`config.mk`:
```
export PLATFORM = sky130hd
export DESIGN_NAME = issue_ctrl
export DESIGN_NICKNAME = d
export VERILOG_FILES = /design/src/rtl/issue_ctrl_pkg.sv /design/src/rtl/issue_ctrl.sv
export SDC_FILE = /design/constraint.sdc
export NUM_CORES = 1
export LEC_CHECK = 0
export CAP_MARGIN = 0
export CORE_UTILIZATION = 25
export CTS_BUF_LIST = sky130_fd_sc_hd__clkbuf_16
export DETAILED_ROUTE_END_ITERATION = 12
export GPL_ROUTABILITY_DRIVEN = 0
export PLACE_DENSITY = 0.77
export RECOVER_POWER = 100
export SLEW_MARGIN = 20
export SYNTH_ARGS = -nofsm -noshare
export SYNTH_HDL_FRONTEND = slang
export SYNTH_SLANG_ARGS = --single-unit
```
`constraint.sdc`:
```
create_clock -name clk -period 1.4 [get_ports clk]
set_clock_uncertainty 0.15 [all_clocks]
set_input_delay 0.21 -clock clk [delete_from_list [all_inputs] [get_ports clk]]
set_output_delay 0.21 -clock clk [all_outputs]
set_load 0.02 [all_outputs]
```
`src/rtl/issue_ctrl_pkg.sv`:
```
// ============================================================================
// Module      : issue_ctrl_pkg
// Description : Shared FSM state encodings for the dual-issue controller.
// Revision    : 1.0 - initial release
// ============================================================================
`default_nettype none

package issue_ctrl_pkg;

    typedef enum logic [0:0] {
        ISSUE_ST_RUN   = 1'b0,
        ISSUE_ST_SPLIT = 1'b1
    } issue_state_e;

endpackage

`default_nettype wire

```
`src/rtl/issue_ctrl.sv`:
```
// ============================================================================
// Module      : issue_ctrl
// Description : Dual-issue slot controller; decides per-slot issue, IF hold
//               and pair splitting. Optional ISSUE_PERF_CNT_EN builds a
//               stall-cycle counter.
// Revision    : 1.0 - initial release
// ============================================================================
`default_nettype none

module issue_ctrl
    import issue_ctrl_pkg::*;
#(
    parameter int CNT_W = 32
) (
    input  logic             clk,
    input  logic             rst,
    input  logic             dec_valid_1,
    input  logic             dec_valid_2,
    input  logic             stall_raw_1,
    input  logic             stall_raw_2,
    input  logic             pair_dep,
    input  logic             flush,
    output logic             issue_en_1,
    output logic             issue_en_2,
    output logic             if_hold,
    output logic             split_pending,
    output logic [CNT_W-1:0] stall_cnt
);

    issue_state_e state_q;
    issue_state_e state_d;

    always_ff @(posedge clk or posedge rst) begin
        if (rst) begin
            state_q <= ISSUE_ST_RUN;
        end else begin
            state_q <= state_d;
        end
    end

    always_comb begin
        state_d    = state_q;
        issue_en_1 = 1'b0;
        issue_en_2 = 1'b0;
        if_hold    = 1'b0;
        // Outputs are Mealy, so reset must mask them combinationally.
        if (rst) begin
            state_d = ISSUE_ST_RUN;
        end else begin
            case (state_q)
                ISSUE_ST_RUN: begin
                    if (flush || !dec_valid_1) begin
                        state_d = ISSUE_ST_RUN;
                    end else if (stall_raw_1) begin
                        if_hold = 1'b1;
                    end else if (dec_valid_2 && (stall_raw_2 || pair_dep)) begin
                        issue_en_1 = 1'b1;
                        if_hold    = 1'b1;
                        state_d    = ISSUE_ST_SPLIT;
                    end else begin
                        issue_en_1 = 1'b1;
                        issue_en_2 = dec_valid_2;
                    end
                end
                ISSUE_ST_SPLIT: begin
                    if (flush) begin
                        state_d = ISSUE_ST_RUN;
                    end else if (stall_raw_2) begin
                        if_hold = 1'b1;
                    end else begin
                        issue_en_2 = 1'b1;
                        state_d    = ISSUE_ST_RUN;
                    end
                end
                default: begin
                    state_d = ISSUE_ST_RUN;
                end
            endcase
        end
    end

    assign split_pending = (state_q == ISSUE_ST_SPLIT);

`ifdef ISSUE_PERF_CNT_EN
    logic [CNT_W-1:0] stall_cnt_q;

    always_ff @(posedge clk or posedge rst) begin
        if (rst) begin
            stall_cnt_q <= '0;
        end else if (if_hold) begin
            stall_cnt_q <= stall_cnt_q + 1'b1;
        end
    end

    assign stall_cnt = stall_cnt_q;
`else
    assign stall_cnt = '0;
`endif

endmodule

`default_nettype wire

```
==> impl_metrics.json <==
{
  "worstSetupStartpointType": "primary input",
  "cap_violations": 0,
  "first_pass_iters": 3,
  "pwr-share-comb": 0.812,
  "final_cells": 79,
  "crit_path_max_fanout": 2,
  "sequential_cell_area_sq_um": 25.02,
  "p_leak_nw": 0.2272,
  "critPathArrivalTime_ps": 1010,
  "die_x_um": 39.57,
  "switchingPower_mw": 0.1014,
  "initial_core_util": 0.2712,
  "grt_max_degree": 5,
  "grt_pass1_wl_um": 786,
  "synthCells": 49,
  "multi_input_area_sq_um": 214.0,
  "avgViaCountPerCell": 3.481,
  "globalRoute.totalOverflow": 0,
  "grt_pass1_vias": 205,
  "post-route-period-util": 0.9770,
  "pre_cts_slack_ps": -730.4,
  "worstSkewPairLatency_ps": 0,
  "worst_slack_ps": 32.21,
  "routed_wl_um": 628,
  "rsz0062_at_grt": "yes",
  "hold_viol": 0,
  "port_buffers": 11,
  "drc": 0,
  "critPathKind": "in2out",
  "hp-class": "in2async",
  "status": "finished clean",
  "die_area_sq_um": 1565,
  "period_needed_ps": 1368,
  "power_density_nw_per_um2": 408.4,
  "rows": 13,
  "clockPowerShare": 0,
  "finalMaxSlewViolations": 0,
  "diodes": 0,
  "setup_viol_count_final": 0,
  "syn_avg_cell_area_sq_um": 7.201,
  "initialDrtViolationCount": 1,
  "drive_above_1_share": 0.2813,
  "pwr-share-seq": 0.188,
  "antenna_found_initial": 0,
  "critPathCaptureType": "output pin",
  "ys_seq_area_frac": 0.07092,
  "p_int_mw": 0.06156,
  "final_antenna_net_count": 0,
  "syn_to_final_growth_pct": 13.12,
  "track_usage": 0.07026,
  "fill_cells": 160,
  "coreArea_sq_um": 1301,
  "yosysUniqueCellTypes": 14,
  "netlist_area_sq_um": 352.8,
  "clkSlewWorstSetupHoldPaths_ps": 0,
  "num_vias": 275,
  "yosysWarningCount": 0,
  "nets": 74,
  "largest_register_ffs": 1,
  "ys_seq_elements": 1,
  "boundaryPins": 44,
  "rrSetupSlack_ps": 320,
  "required_ps": 1040,
  "die_y_um": 39.57,
  "dp_hpwl_um": 495.3,
  "sw_frac_of_total": 0.6223,
  "wl_per_cell_um": 7.949,
  "dp_cells": 79,
  "ir_drop_mv": 0.1342,
  "max_freq_mhz": 731.1
}
critical path, stage by stage:
cell and delay (ps):
buf_6 90, or3_1 360, o211ai_1 130, a21oi_2 50, buf_4 160
kinds of logic (layout without fill, tap and decap cells):
logic type             after synthesis  count (layout)  share of synthesized area
flip-flops                           1               1                    0.07091
buffers and inverters               35              19                     0.7128
AND/OR/NAND/NOR                      6               6                    0.09931
AO/OA/AOI/OAI                        6               6                     0.1064
other                                1              32                    0.01063
power by group through the flow:
stage                     combinational [mW]  sequential, mW  clock [mW]
after floorplan                        0.158          0.0310           0
after global placement                 0.130          0.0304           0
after detailed placement               0.131          0.0305           0
after CTS                              0.126          0.0305           0
after global routing                   0.144          0.0308           0
final                                  0.132          0.0306           0
cell usage in the layout, fill, tap and decap left out:
cell,Yosys,routed
nor4_1,2,1
o211ai_1,1,1
clkbuf_1,0,1
nor4_2,0,1
dfrtp_1,1,1
buf_4,32,7
o21ai_0,1,1
inv_2,0,1
conb_1,1,32
nor2b_4,0,1
a21oi_1,2,2
buf_2,0,1
clkdlybuf4s15_1,0,3
inv_1,3,2
buf_6,0,3
and3_2,0,1
clkbuf_2,0,1
a21oi_2,1,1
or3_1,1,1
nor2_1,1,1
a31oi_2,0,1
synth_stat cells (all sizes together):
master / count / area, sq um
nor4: 2 / 12.51
a31oi: 1 / 6.260
a21oi: 3 / 18.77
nor2: 1 / 3.750
o211ai: 1 / 7.510
conb: 1 / 3.750
buf: 32 / 240.2
dfrtp: 1 / 25.02
and3: 1 / 6.260
o21ai: 1 / 5.000
inv: 3 / 11.26
or3: 1 / 6.260
nor2b: 1 / 6.260
per-layer routing:
metal | GRT usage | vias to the layer above | routed length, um
li1 | - | 125 | -
met1 | 0.06040 | 123 | 198
met2 | 0.1680 | 27 | 327
met3 | 0.005682 | 0 | 102
met4 | 0 | 0 | 0
met5 | 0 | - | 0
what timing repair did:
item                                    CTS  global route
pin swaps                                 4             5
gates cloned                              0             0
setup buffers                             0             0
hold buffers                              0             0
endpoints found under the setup margin    4             2
resized for setup                        37            10
stage by stage:
step	util	hold slack [ps]	setup TNS (ps)	total power, mW	cell area [sq um]
2_1_floorplan	-	-211.3	0	0.1885	475.5
5_1_grt	0.3067	189.2	-23.68	0.1750	399.1
6_report	0.3067	162.2	0	0.1630	399.1
4_1_cts	0.3010	208.5	0	0.1568	391.6
3_5_place_dp	0.3087	409.9	-2206	0.1613	401.6
3_3_place_gp	0.3087	410.8	-2080	0.1602	401.6
cell type report:
class                      count  area share
timing repair buffer          16      0.3260
tap                           15     0.04702
multi-input combinational     44      0.5360
sequential                     1     0.06270
inverter                       3     0.02821
worst paths after layout:
kind,start,end,depth (start not counted)
hold reg to reg,split_pending,split_pending,2
setup / recovery,pair_dep,if_hold,5
min in group clk,flush,split_pending,2
hold / removal,rst,split_pending,3
max in group asynchronous,rst,split_pending,3
setup reg to reg,split_pending,split_pending,3
No activity file was read; power rests on OpenSTA's default activity.
